<file path="config.mk">
export PLATFORM = sky130hd
export DESIGN_NAME = dft_bin_power_det
export DESIGN_NICKNAME = d
export VERILOG_FILES = /design/src/rtl/dft_bin_power_det.sv
export SDC_FILE = /design/constraint.sdc
export NUM_CORES = 2
export LEC_CHECK = 0
export CAP_MARGIN = 20
export CORE_ASPECT_RATIO = 0.6
export CORE_MARGIN = 2
export CORE_UTILIZATION = 48
export CTS_CLUSTER_SIZE = 12
export DETAILED_ROUTE_END_ITERATION = 6
export PLACE_DENSITY_LB_ADDON = 0.25
export SKIP_LAST_GASP = 1
export SLEW_MARGIN = 20
export SYNTH_ARGS = -nofsm -noshare
export SYNTH_HDL_FRONTEND = slang
export SYNTH_SLANG_ARGS = --single-unit
</file>
<file path="constraint.sdc">
create_clock -name clk -period 10.1 [get_ports clk]
set_clock_uncertainty 0.2 [all_clocks]
set_input_delay 1.01 -clock clk [delete_from_list [all_inputs] [get_ports clk]]
set_output_delay 1.01 -clock clk [all_outputs]
set_load 0.005 [all_outputs]
</file>
<file path="src/rtl/dft_bin_power_det.sv">
// Power detector for a single DFT bin: |X|^2 in two pipeline stages, block
// averaging over 2^AVG_SHIFT bins, and a tone-present flag with hysteresis.
module dft_bin_power_det #(
  parameter int W         = 16,
  parameter int AVG_SHIFT = 2
) (
  input  logic                   clk,
  input  logic                   rst_n,
  input  logic                   bin_valid,
  input  logic signed [W-1:0]    bin_re,
  input  logic signed [W-1:0]    bin_im,
  input  logic                   clr,
  input  logic [2*W-1:0]         thr_on,
  input  logic [2*W-1:0]         thr_off,
  output logic                   pwr_valid,
  output logic [2*W-1:0]         pwr,
  output logic                   avg_valid,
  output logic [2*W-1:0]         avg_pwr,
  output logic                   detect,
  output logic [AVG_SHIFT:0]     blk_cnt
);

  localparam int PW = 2 * W;
  localparam int AW = PW + AVG_SHIFT;
  localparam int CW = AVG_SHIFT + 1;
  localparam logic [CW-1:0] LAST = CW'((1 << AVG_SHIFT) - 1);

  typedef enum logic {ACCUM, DUMP} state_e;

  // ---------------- squaring / power pipeline ----------------
  logic signed [PW-1:0] re_sq, im_sq;
  logic [PW-1:0]        sq_re_q, sq_im_q;
  logic                 s1_vld_q;
  logic [PW-1:0]        pwr_q;
  logic                 pwr_vld_q;

  assign re_sq = bin_re * bin_re;
  assign im_sq = bin_im * bin_im;

  always_ff @(posedge clk or negedge rst_n) begin
    if (!rst_n) begin
      sq_re_q   <= '0;
      sq_im_q   <= '0;
      s1_vld_q  <= 1'b0;
      pwr_q     <= '0;
      pwr_vld_q <= 1'b0;
    end else begin
      // clr flushes both stages; a bin arriving with clr is dropped
      s1_vld_q  <= bin_valid & ~clr;
      pwr_vld_q <= s1_vld_q & ~clr;
      if (bin_valid && !clr) begin
        sq_re_q <= re_sq;
        sq_im_q <= im_sq;
      end
      if (s1_vld_q && !clr) pwr_q <= sq_re_q + sq_im_q;
    end
  end

  // ---------------- block averaging ----------------
  state_e         state_q;
  logic [AW-1:0]  acc_q;
  logic [AW-1:0]  acc_base;
  logic [AW-1:0]  sum_d;
  logic [PW-1:0]  avg_d;
  logic [CW-1:0]  cnt_q;
  logic [PW-1:0]  avg_q;
  logic           avg_vld_q;
  logic           det_q;

  // In DUMP the stored sum is stale; a coincident power starts a fresh average.
  always_comb begin
    acc_base = (state_q == DUMP) ? '0 : acc_q;
    sum_d    = acc_base + AW'(pwr_q);
    avg_d    = PW'(sum_d >> AVG_SHIFT);
  end

  always_ff @(posedge clk or negedge rst_n) begin
    if (!rst_n) begin
      state_q   <= ACCUM;
      acc_q     <= '0;
      cnt_q     <= '0;
      avg_q     <= '0;
      avg_vld_q <= 1'b0;
      det_q     <= 1'b0;
    end else begin
      avg_vld_q <= 1'b0;
      state_q   <= ACCUM;
      if (clr) begin
        acc_q <= '0;
        cnt_q <= '0;
        det_q <= 1'b0;
      end else if (pwr_vld_q) begin
        if (cnt_q == LAST) begin
          avg_q     <= avg_d;
          avg_vld_q <= 1'b1;
          state_q   <= DUMP;
          cnt_q     <= '0;
          if (!det_q && avg_d >= thr_on)      det_q <= 1'b1;
          else if (det_q && avg_d < thr_off)  det_q <= 1'b0;
        end else begin
          acc_q <= sum_d;
          cnt_q <= cnt_q + CW'(1);
        end
      end else if (state_q == DUMP) begin
        acc_q <= '0;
      end
    end
  end

  assign pwr_valid = pwr_vld_q;
  assign pwr       = pwr_q;
  assign avg_valid = avg_vld_q;
  assign avg_pwr   = avg_q;
  assign detect    = det_q;
  assign blk_cnt   = cnt_q;

endmodule

</file>
==> flow_summary.yaml <==
worst_setup_path:
  r2r-start: "avg_valid$_DFF_PN0_"
  worst_ep_required_time_ns: 10.20
  setup.worst_path.end_class: "flop"
  max_stage_delay_ns: 0.84
  start_kind: "primary input"
  cp-startpoint: "bin_im[5]"
  cpLargestDelayFamily: "adder cells"
  cp.arrival_ns: 8.40
  critPathBufInv: 5
  cp_max_fo: 19
  cp_slowest_cell: "clkdlybuf4s50_1"
  rrSetupSlack_ns: 4.26
  crit_chain: "clkdlybuf4s50_1 > and2_1 > fa_1 > inv_1 > fa_1 > fa_1 > inv_1 > fa_1 > fa_1 > inv_1 > fa_1 > inv_1 > ha_1 > and3_1 > a221oi_1 > nand3b_1 > o211ai_1 > o221ai_1 > a21oi_1 > o21ai_0 > a211oi_1 > xnor2_1 > o21ai_0"
  path_class: "primary input to flop"
  crit_top_cell: "fa_1"
logic_synthesis:
  synth_cells: 3127
  ys_seq_elements: 167
  yosys_warnings: 0
  synthesis.area_um2: 28350
  yosys.area_share.simple_pct: 12.30
  syn_nets: 4002
  synthTopCellsByCount: "713 x inv_1, 472 x fa_1, 380 x nand2_1"
  ys_seq_area_share_pct: 14.74
  synth_compound_area_share_pct: 10.69
  synth.area.mux_share_pct: 0.4193
  synth_top_family_by_area: "adder cells"
  avgSynthCellArea_um2: 9.066
  ys_types: 77
  synth_ff_type: "dfrtp_1"
  synth_xor_area_share_pct: 4.510
  synth_async_sr_flop_share_pct: 100.0
  synth_edf_count: 0
  synth_top_area_share_pct: 33.33
  synth_top_area_cell: "fa_1"
  yosysMostFrequentCell: "inv_1"
  synthAdderAreaFrac_pct: 46.70
  synth_area_leaders: "fa_1 33%, dfrtp_1 15%, ha_1 13%, inv_1 9.4%, nand2_1 5.0%"
floorplanning:
  initial_utilization_pct: 48.93
  die_y_um: 192.3
  placeableCoreArea_um2: 57940
  rows: 68
  io_pins: 170
  die_area_um2: 61090
  die_w_um: 317.8
route:
  dr.pass1.iters: 5
  drc: 0
  num_vias: 20920
  drt-vias-per-instance: 5.199
  routed_wl_mm: 67.60
  detail_route.wl_per_cell_um: 16.80
  initialDrtViolationCount: 1561
  antenna_left: 0
cells_and_area:
  multi_input_comb_area_um2: 21170
  fillers: 5235
  layout-drive-gt1-share_pct: 2.768
  ff_latch_area_um2: 4179
  area_growth_pct: 10.67
  fin_nets: 4114
job:
  drv_cap: 0
timing:
  max_freq_mhz: 120.4
  fin_ws_ns: 1.796
  period_share_pct: 82.22
  hold_viol: 0
  rsz0062_at_grt: "no"
  finalSetupViolCount: 0
  worst_pin_slew_ns: 0.9882
  report.final.slew_viol_count: 0
  tns_ns: 0
  slew_headroom_pct: 33.92
  period_needed_ns: 8.304
global_route:
  grt-ovfl-total: 0
  grt_usage_pct: 23.41
  grt_pass1_wl_mm: 114.4
  grt_pass1_vias: 22370
  grt_max_degree: 90
  antenna_found_initial: 2
outcome:
  outcome: "completed"
clocking:
  postCtsSetupRepairBufs: 0
  cts_hold_buf: 0
  clockBufferDepth: 2
  htree_num_levels: 4
  numCtsBuffers: 17
  post_cts_resized: 0
  clk-insertion-delay-late_ns: 0.45
  cts_sinks: 167
  clk_pin_slew_ns: 0.08
  cts_tree: "done"
  root_buffer: "clkbuf_16"
worst_hold_path:
  hp-class: "flop to flop"
  hp-start: "avg_pwr[0]$_DFFE_PN0P_"
placement:
  port-buffer-count: 169
  gp_congestion: 0.8759
  pre_cts_ws_ns: 1.478
  hpwl_mm: 57.37
-- path summary, 6_finish.rpt --
path / cells after the start / endpoint
setup reg to reg: 23 / detect$_DFFE_PN0P_
min in group asynchronous: 1 / avg_pwr[25]$_DFFE_PN0P_
hold reg to reg: 2 / avg_pwr[0]$_DFFE_PN0P_
hold / removal: 2 / avg_pwr[0]$_DFFE_PN0P_
setup / recovery: 23 / sq_im_q[31]$_DFFE_PN0P_
max in group asynchronous: 2 / sq_im_q[19]$_DFFE_PN0P_
-- layer usage --
layer | global-route usage, % | vias to the layer above | share of wire [%]
met5 | 0 | - | 0
li1 | - | 9931 | -
met3 | 4.324 | 55 | 6.8
met4 | 3.645 | 0 | 1.3
met2 | 37.54 | 536 | 45
met1 | 33.83 | 10400 | 47
-- sequential cells by signal, summed over array words and instances (netlist names), 3 cells and up --
register,cells
acc_q,34
avg_pwr,32
blk_cnt,3
pwr,32
sq_im_q,31
sq_re_q,31
-- area by class of cell --
cell class,instances,share of cell area (%)
clock buffers,18,1.368
clock inverters,14,0.5104
inverters,715,8.554
repair buffers,181,5.695
well taps,770,3.071
diodes,1,0.007976
multi-input cells,2157,67.47
flip-flops and latches,167,13.32
-- cell usage in the layout (no fill, tap or decap), types with 12 or more instances in the layout --
master	instances
and2_1	85
a211oi_1	12
clkdlybuf4s50_1	168
a21oi_1	110
nor3_1	12
clkbuf_16	17
o21ai_0	150
a22o_1	25
xnor2_1	88
ha_1	303
nor2b_1	52
fa_1	472
a21o_1	47
nand2b_1	28
dfrtp_1	167
inv_1	713
nor2_1	113
xor2_1	58
nand4_1	19
nand3_1	25
o21a_1	19
nand2_1	380
o21bai_1	14
-- cells by family after synthesis --
kind of cell	Yosys count
buffers and inverters	803
multiplexers	11
XOR/XNOR	146
adder cells (fa/ha/maj)	775
AND/OR/NAND/NOR	758
AO/OA/AOI/OAI	467
flip-flops	167
-- per-stage QoR --
stage	util, %	instances	instance area [µm²]	hold WS, ns
2_1_floorplan	-	3127	28350	0.2422
3_3_place_gp	53.11	3989	30770	0.2564
3_5_place_dp	53.11	3989	30770	0.2671
4_1_cts	54.13	4021	31360	0.2871
5_1_grt	54.15	4022	31370	0.3000
6_report	54.15	4023	31380	0.2790
-- tightest hold or removal path, cell delays in order (launching register included) --
cell     delay, ns
dfrtp_1       0.35
nand2_1       0.04
o21ai_0       0.05
Power is not shown: default switching activity piles up to over one toggle a cycle in this logic, so the estimate is an artifact.
